### src/rtl/awgn_pkg.sv
// Shared widths and sweep state encoding for the AWGN sweep controller.
package awgn_pkg;

  localparam int unsigned SNR_W     = 16;
  localparam int unsigned SNR_FRAC  = 9;
  localparam int unsigned AWGN_W    = 38;
  localparam int unsigned AWGN_FRAC = 29;

  typedef enum logic [2:0] {
    StIdle     = 3'd0,
    StResetGen = 3'd1,
    StSettle   = 3'd2,
    StRun      = 3'd3,
    StDone     = 3'd4
  } sweep_state_e;

endpackage

### src/rtl/snr_table_regs.sv
// SNR point table: register file with one synchronous write port and an
// asynchronous read port.
module snr_table_regs
  import awgn_pkg::*;
#(
  parameter int unsigned MAX_POINTS = 8,
  parameter int unsigned ADDR_W     = $clog2(MAX_POINTS)
) (
  input  logic              clk,
  input  logic              reset,
  input  logic              we,
  input  logic [ADDR_W-1:0] waddr,
  input  logic [SNR_W-1:0]  wdata,
  input  logic [ADDR_W-1:0] raddr,
  output logic [SNR_W-1:0]  rdata
);

  logic [SNR_W-1:0] mem_q [MAX_POINTS];

  always_ff @(posedge clk or negedge reset) begin
    if (!reset) begin
      for (int i = 0; i < MAX_POINTS; i++) begin
        mem_q[i] <= '0;
      end
    end else if (we) begin
      mem_q[waddr] <= wdata;
    end
  end

  assign rdata = mem_q[raddr];

endmodule

### src/rtl/awgn_sweep_ctrl.sv
// Sweeps the AWGN generator through a table of SNR points, discards settle
// samples after each SNR change and forwards tagged noise samples.
module awgn_sweep_ctrl
  import awgn_pkg::*;
#(
  parameter int unsigned MAX_POINTS    = 8,
  parameter int unsigned CNT_W         = 16,
  parameter int unsigned SETTLE_CYCLES = 8,
  localparam int unsigned PtW          = $clog2(MAX_POINTS)
) (
  input  logic              clk,
  input  logic              reset,
  input  logic              cfg_we,
  input  logic [PtW-1:0]    cfg_addr,
  input  logic [SNR_W-1:0]  cfg_snrdB,
  input  logic [PtW:0]      num_points,
  input  logic [CNT_W-1:0]  samples_per_point,
  input  logic              start,
  input  logic              abort,
  output logic              busy,
  output logic              done,
  output logic              gen_reset,
  output logic              gen_ce,
  output logic [SNR_W-1:0]  gen_snrdB,
  input  logic              gen_valid,
  input  logic [AWGN_W-1:0] gen_re,
  input  logic [AWGN_W-1:0] gen_im,
  output logic              out_valid,
  output logic [AWGN_W-1:0] out_re,
  output logic [AWGN_W-1:0] out_im,
  output logic [PtW-1:0]    out_point
);

  localparam int unsigned   SetW    = (SETTLE_CYCLES > 1) ? $clog2(SETTLE_CYCLES) : 1;
  localparam logic [PtW:0]  MaxPts  = (PtW + 1)'(MAX_POINTS);
  localparam logic [SetW-1:0] SetLast = SetW'(SETTLE_CYCLES - 1);

  sweep_state_e     state_q, state_d;
  logic [PtW-1:0]   point_q, point_d;
  logic [CNT_W-1:0] smp_cnt_q, smp_cnt_d;
  logic [SetW-1:0]  settle_cnt_q, settle_cnt_d;
  logic [PtW:0]     num_points_q, num_points_d;
  logic [CNT_W-1:0] spp_q, spp_d;
  logic [SNR_W-1:0] snr_q, snr_d;
  logic             gen_reset_q;

  logic             out_valid_q;
  logic [AWGN_W-1:0] out_re_q, out_im_q;
  logic [PtW-1:0]   out_point_q;

  logic             tbl_we;
  logic [PtW-1:0]   tbl_raddr;
  logic [SNR_W-1:0] tbl_rdata;
  logic [PtW:0]     num_points_clamped;
  logic             last_smp, last_point, accept;

  assign tbl_we = cfg_we && (state_q == StIdle);
  // Index 0 is read while idle (sweep start), the next point while running.
  assign tbl_raddr = (state_q == StRun) ? point_q + PtW'(1) : '0;

  snr_table_regs #(
    .MAX_POINTS (MAX_POINTS),
    .ADDR_W     (PtW)
  ) u_snr_table (
    .clk   (clk),
    .reset (reset),
    .we    (tbl_we),
    .waddr (cfg_addr),
    .wdata (cfg_snrdB),
    .raddr (tbl_raddr),
    .rdata (tbl_rdata)
  );

  assign num_points_clamped = (num_points > MaxPts) ? MaxPts : num_points;
  assign last_smp   = (smp_cnt_q == spp_q - CNT_W'(1));
  assign last_point = ({1'b0, point_q} == num_points_q - (PtW + 1)'(1));

  always_comb begin
    state_d      = state_q;
    point_d      = point_q;
    smp_cnt_d    = smp_cnt_q;
    settle_cnt_d = settle_cnt_q;
    num_points_d = num_points_q;
    spp_d        = spp_q;
    snr_d        = snr_q;
    accept       = 1'b0;

    unique case (state_q)
      StIdle: begin
        if (start) begin
          num_points_d = num_points_clamped;
          spp_d        = (samples_per_point == '0) ? CNT_W'(1) : samples_per_point;
          point_d      = '0;
          smp_cnt_d    = '0;
          settle_cnt_d = '0;
          if (num_points_clamped == '0) begin
            state_d = StDone;
          end else begin
            state_d = StResetGen;
            snr_d   = tbl_rdata;
          end
        end
      end
      StResetGen: begin
        state_d = abort ? StDone : StSettle;
      end
      StSettle: begin
        if (abort) begin
          state_d = StDone;
        end else if (settle_cnt_q == SetLast) begin
          settle_cnt_d = '0;
          state_d      = StRun;
        end else begin
          settle_cnt_d = settle_cnt_q + SetW'(1);
        end
      end
      StRun: begin
        if (abort) begin
          state_d = StDone;
        end else if (gen_valid) begin
          accept = 1'b1;
          if (last_smp) begin
            smp_cnt_d = '0;
            if (last_point) begin
              state_d = StDone;
            end else begin
              point_d = point_q + PtW'(1);
              snr_d   = tbl_rdata;
              state_d = StSettle;
            end
          end else begin
            smp_cnt_d = smp_cnt_q + CNT_W'(1);
          end
        end
      end
      StDone: begin
        state_d = StIdle;
      end
      default: begin
        state_d = StIdle;
      end
    endcase
  end

  always_ff @(posedge clk or negedge reset) begin
    if (!reset) begin
      state_q      <= StIdle;
      point_q      <= '0;
      smp_cnt_q    <= '0;
      settle_cnt_q <= '0;
      num_points_q <= '0;
      spp_q        <= '0;
      snr_q        <= '0;
      // Generator stays in reset until the first clock after release.
      gen_reset_q  <= 1'b1;
    end else begin
      state_q      <= state_d;
      point_q      <= point_d;
      smp_cnt_q    <= smp_cnt_d;
      settle_cnt_q <= settle_cnt_d;
      num_points_q <= num_points_d;
      spp_q        <= spp_d;
      snr_q        <= snr_d;
      gen_reset_q  <= (state_d == StResetGen);
    end
  end

  always_ff @(posedge clk or negedge reset) begin
    if (!reset) begin
      out_valid_q <= 1'b0;
      out_re_q    <= '0;
      out_im_q    <= '0;
      out_point_q <= '0;
    end else begin
      out_valid_q <= accept;
      if (accept) begin
        out_re_q    <= gen_re;
        out_im_q    <= gen_im;
        out_point_q <= point_q;
      end
    end
  end

  assign busy      = (state_q == StResetGen) || (state_q == StSettle) || (state_q == StRun);
  assign done      = (state_q == StDone);
  assign gen_ce    = (state_q == StSettle) || (state_q == StRun);
  assign gen_reset = gen_reset_q;
  assign gen_snrdB = snr_q;
  assign out_valid = out_valid_q;
  assign out_re    = out_re_q;
  assign out_im    = out_im_q;
  assign out_point = out_point_q;

endmodule
### config.mk
export PLATFORM = sky130hd
export DESIGN_NAME = awgn_sweep_ctrl
export DESIGN_NICKNAME = d
export VERILOG_FILES = /design/src/rtl/awgn_pkg.sv /design/src/rtl/snr_table_regs.sv /design/src/rtl/awgn_sweep_ctrl.sv
export SDC_FILE = /design/constraint.sdc
export NUM_CORES = 1
export LEC_CHECK = 0
export ABC_AREA = 1
export CELL_PAD_IN_SITES_DETAIL_PLACEMENT = 1
export CELL_PAD_IN_SITES_GLOBAL_PLACEMENT = 1
export CORE_ASPECT_RATIO = 0.5
export CORE_MARGIN = 2
export CORE_UTILIZATION = 30
export DETAILED_ROUTE_END_ITERATION = 12
export PLACE_DENSITY = 0.62
export REMOVE_ABC_BUFFERS = 1
export SETUP_SLACK_MARGIN = 0.02
export SYNTH_ARGS = -nofsm -noshare
export SYNTH_HDL_FRONTEND = slang
export SYNTH_SLANG_ARGS = --single-unit
### constraint.sdc
create_clock -name clk -period 2.4 [get_ports clk]
set_input_delay 0.72 -clock clk [delete_from_list [all_inputs] [get_ports clk]]
set_output_delay 0.72 -clock clk [all_outputs]
set_load 0.1 [all_outputs]
**After elaboration in Yosys (flattened, before gate mapping)**

Index checks and enable logic that the tools add are counted.

- Add/subtract/negate cells: 5
- $lt $le $gt $ge: 4
- Equal/unequal tests: 15
- Mux-type cells: 43
- Reductions and logical operators: 15
- Bitwise gates (word level): 2

Operator list:

| operator | number |
|---|---|
| 2-to-1 mux 16 bit | 14 |
| bitwise mux 128 bit | 1 |
| case mux 16 bit (2 select lines) | 2 |
| 2-to-1 mux 3 bit | 17 |
| binary-select mux 16 bit (select 3 bit) | 1 |
| demux 16 bit (select 3 bit) | 1 |
| adder 16 x 1 -> 16 bit (second input constant) | 1 |
| equality test 16 bit | 1 |
| zero test 16 bit | 1 |
| subtractor 16 x 1 -> 16 bit (second input constant) | 1 |
| != test 2 bit (second input constant) | 7 |
| case mux 3 bit (2 select lines) | 2 |
| case mux 3 bit (4 select lines) | 1 |
| >= comparator 4 bit (second input constant) | 2 |
| NOT 3 -> 4 bit | 2 |
| AND reduction 7 bit | 1 |
| adder 3 x 1 -> 3 bit (second input constant) | 2 |
| equality test 3 x 1 -> 1 bit (second input constant) | 2 |
| equality test 3 x 2 -> 1 bit (second input constant) | 2 |
| equality test 3 bit (second input constant) | 2 |
| AND reduction 6 bit | 1 |
| equality test 3 x 4 -> 1 bit | 1 |
| greater-than comparator 4 bit (second input constant) | 1 |
| zero test 4 bit | 1 |
| 11 further kinds | 17 |

- Input port bits: 121
- Register bits: 270
- Output and inout bits: 100

**Longest topological paths before layout**

- Depth after elaboration: 11
- Depth in mapped cells: 17

**Hierarchy**

A second synthesis with hierarchy kept.

- Cell total of the unflattened synthesis: 1702
- Area, all modules: 13055.0 µm²

By module, submodules not included:

| module | cells an instance | area an instance (µm²) | times used | seq. area each (µm²) |
|---|---|---|---|---|
| awgn_sweep_ctrl | 835 | 6777.8 | 1 | 3554.7 |
| snr_table_regs | 867 | 6277.3 | 1 | 3203.1 |

**Worst setup path before layout**

OpenSTA, ideal clock, no wires.

- Path kind: reg-to-output
- Start: reg state_q[0]
- End: out busy
- Arrival: 1922 ps
- Stages on the path, launching flop included: 3
- Buffers on the path: 0
- Setup slack: -242 ps
- Path through: dfrtp_1 -> inv_2 -> a21oi_1

- Longest elaborated chain between the ends: 3
- Elaborated cells between the ends (all ways): 5
- Those cells by class: eq/ne: 3; reduce/logical: 2

RTL lines:

| element | line | text |
|---|---|---|
| from (decl) | awgn_sweep_ctrl.sv:38 | `sweep_state_e state_q, state_d;` |
| from (signal assigned) | awgn_sweep_ctrl.sv:147 | `state_q <= StIdle;` |
| from (signal assigned) | awgn_sweep_ctrl.sv:157 | `state_q <= state_d;` |
| equality test 3 x 1 -> 1 bit / equality test 3 x 2 -> 1 bit (equally long branches) | awgn_sweep_ctrl.sv:184 | `assign busy = (state_q == StResetGen) \|\| (state_q == StSettle) \|\| (state_q == StRun);` |
| logical OR 1 bit | awgn_sweep_ctrl.sv:184 |  |
| logical OR 1 bit (*) | awgn_sweep_ctrl.sv:184 |  |
| to (decl) | awgn_sweep_ctrl.sv:20 | `output logic busy,` |

Every way passes the cells marked *; elsewhere a longest branch is shown, timed or not.

**Worst setup path in the final report**

Same ends and word-level chain as after synthesis.

==> flow_summary.ini <==
[sta]
final-hold-violation-count = 0
final_worst_slack_ns = 0.121
timing_worst_slew_pin_value_ns = 0.619
worst_clock_skew_ns = 0.0317
rsz0062_at_grt = false
finalWorstPathRequiredPeriod_ns = 2.28
fmax_ghz = 0.439
timing.final.max_slew_violations = 0
worst_hold_slack_ns = 0.0652
slew-limit-headroom_pct = 58.3
min_period_over_period_pct = 95.0
timing.final.setup_violations = 0

[route]
detail_route.vias_per_cell = 4.67
initialDrtViolationCount = 514
final_antenna_net_count = 0
wl_met3_um = 927
routedWlPerCell_um = 17.2
route.final.wire_length_um = 40400
dr.pass1.iters = 5
detailroute.via_count = 11000
route.met2.wl_um = 20400
post-route-drc-count = 0
topRoutingLayerUsed = met4
wl_met1_um = 18400

[hold_path]
hp-class = in -> async

[power_and_ir_drop]
vdd_ir_drop_max_uv = 650
power-per-cell-area_nw_per_um2 = 1530
fin_total_pwr_mw = 25.8
cellLeakagePower_nw = 8.15

[floorplanning]
core-area_um2 = 41700
height_of_the_die_um = 149
boundaryPins = 221
dieArea_um2 = 43800
floorplan.initialDensity_pct = 30.3
floorplan.die.width_um = 294
row_count = 53

[placed_design]
place.detailed.instances = 2293
io_buffers = 220
dp_slack_ns = 0.00840
detailedPlacementHpwl_um = 28900
gp_congestion = 0.833

[synthesis]
synth_common_cells = sky130_fd_sc_hd__nand2_1, sky130_fd_sc_hd__dfrtp_1, sky130_fd_sc_hd__inv_1
synth_top_cell_by_area = sky130_fd_sc_hd__dfrtp_1
synth_async_sr_flop_share_pct = 100
synth.distinct_cells = 41
syn_avg_cell_area_um2 = 8.27
post_synthesis_cell_area_um2 = 12600
yosys_warnings = 0
cell_with_the_most_instances_after_synthesis = sky130_fd_sc_hd__nand2_1
synth-edff-count = 0
synth_register_bits = 270
synth_sequential_area_ratio_pct = 53.5
synth_top_area_share_pct = 53.3
ys.flop_type = sky130_fd_sc_hd__dfrtp_1
synthesis.instances = 1526
synth.top_cells.by_area = sky130_fd_sc_hd__dfrtp_1, sky130_fd_sc_hd__nand2_1, sky130_fd_sc_hd__inv_1, sky130_fd_sc_hd__o211ai_1, sky130_fd_sc_hd__a21oi_1

[clock_tree]
cts.path.max_buffers = 3
clockRootBuffer = sky130_fd_sc_hd__clkbuf_16
htree_levels = 1
cts_resized = 0
cts_buffers = 28
clk_pin_slew_ns = 0.06
clock_sink_count = 270
cts_tree = yes
cts-hold-fix-buffers = 0
clock_latency_ns = 0.58
post-cts-setup-buffer-count = 0

[finish]
post_layout_nonfiller_instances = 2345
register_area_um2 = 6760
multi_input_area_um2 = 5150
area_delta_synth_final_pct = 33.2
insertedDiodeCount = 0
fill_cells = 4962
drive_gt1_share_pct = 14.8
final_nets = 1900

[critical_path]
critPathSlowestCell = sky130_fd_sc_hd__dfrtp_1
cp_data_required_time_ns = 1.68
critical_path_class = reg -> out
critical_path.endpoint_type = output port
crit_path_max_incr_delay_ns = 0.46
setup.worst_path.start_class = flop
worst_path_cell_trace = inv_2 > a21oi_1 > buf_12
cpLargestDelayFamily = flip-flops
crit_cells = 3
crit_arrival_ns = 1.56
worst_r2r_path_depth = 16
critical_path.n_buffers_inverters = 2
worstPathMaxFanout = 4

[global_routing]
largest_net_degree_at_the_start_of_global_routing = 72
global_route.overflow_total = 0
grt_first_pass_wirelength_um = 64700
antenna_found_initial = 0
grt_util_all_layers_pct = 18.7
via_count_of_the_first_global_routing_pass = 11500

[job]
timing.max_cap.violations = 0

[status]
status = complete, no violations
[flip-flops by register name (all words and copies together), names as in the netlist]
signal             cells
out_point              3
smp_cnt_q             16
settle_cnt_q           3
gen_snrdB             16
out_im                38
out_valid              1
state_q                3
spp_q                 16
u_snr_table.mem_q    128
gen_reset              1
point_q                3
out_re                38
num_points_q           4
[worst paths after layout]
kind	start	to	slack (ns)
max in group asynchronous	reset	out_re[0]	1.59
worst min-delay path	reset	u_snr_table.mem_q[99]	0.07
min in group clk	out_im[33]	out_im[33]	0.48
worst max register to register	spp_q[1]	point_q[1]	0.22
worst max-delay path	state_q[0]	busy	0.12
worst min register to register	out_im[33]	out_im[33]	0.48
[metal layers]
| layer | vias up | track usage [%] |
|---|---|---|
| li1 | 5390 | - |
| met1 | 5423 | 24.6 |
| met2 | 101 | 33.0 |
| met3 | 44 | 2.50 |
| met4 | 0 | 3.70 |
| met5 | - | 0 |
[cell families after synthesis]
kind of cell               Yosys count  synth area share [%]
DFF                                270                  53.5
AOI/OAI and AO/OA                  266                  12.4
xor gates and xnor gates            30                  2.08
buffers and inverters              204                  6.48
adders and majority gates            6                 0.595
and+or+nand+nor                    750                  24.9
[layout make-up]
type / instances / share of cell area [%]
multi-input combinational: 1052 / 30.6
inverter: 132 / 2.95
timing repair buffer: 289 / 16.7
clock inverter: 10 / 0.551
tap: 550 / 4.09
sequential: 270 / 40.2
clock buffer: 42 / 4.96
[report_power, final]
group / internal, mW / leakage (nW) / switching (mW)
logic: 3.68 / 4.35 / 9.92
registers: 6.63 / 3.34 / 1.15
clock network: 2.51 / 0.458 / 1.92
[layout by cell type, fill, tap and decap left out, types with 28 or more instances in the layout]
cell type and instances:
sky130_fd_sc_hd__inv_1 124, sky130_fd_sc_hd__nand2_1 548, sky130_fd_sc_hd__buf_4 143, sky130_fd_sc_hd__a21oi_1 84
sky130_fd_sc_hd__o21ai_0 82, sky130_fd_sc_hd__nand3_1 32, sky130_fd_sc_hd__dfrtp_1 269, sky130_fd_sc_hd__clkdlybuf4s50_1 119
sky130_fd_sc_hd__nor2_1 97, sky130_fd_sc_hd__clkbuf_16 28, sky130_fd_sc_hd__o211ai_1 60
[stage by stage]
| step | setup TNS [ns] | utilization (%) | area (µm²) |
|---|---|---|---|
| after floorplan | -197.51 | - | 12300 |
| after global placement | 0 | 38.0 | 15900 |
| after detailed placement | 0 | 38.0 | 15900 |
| after CTS | 0 | 40.2 | 16800 |
| after global routing | 0 | 40.3 | 16800 |
| final | 0 | 40.3 | 16800 |
Power figures use the tool's default switching activity.
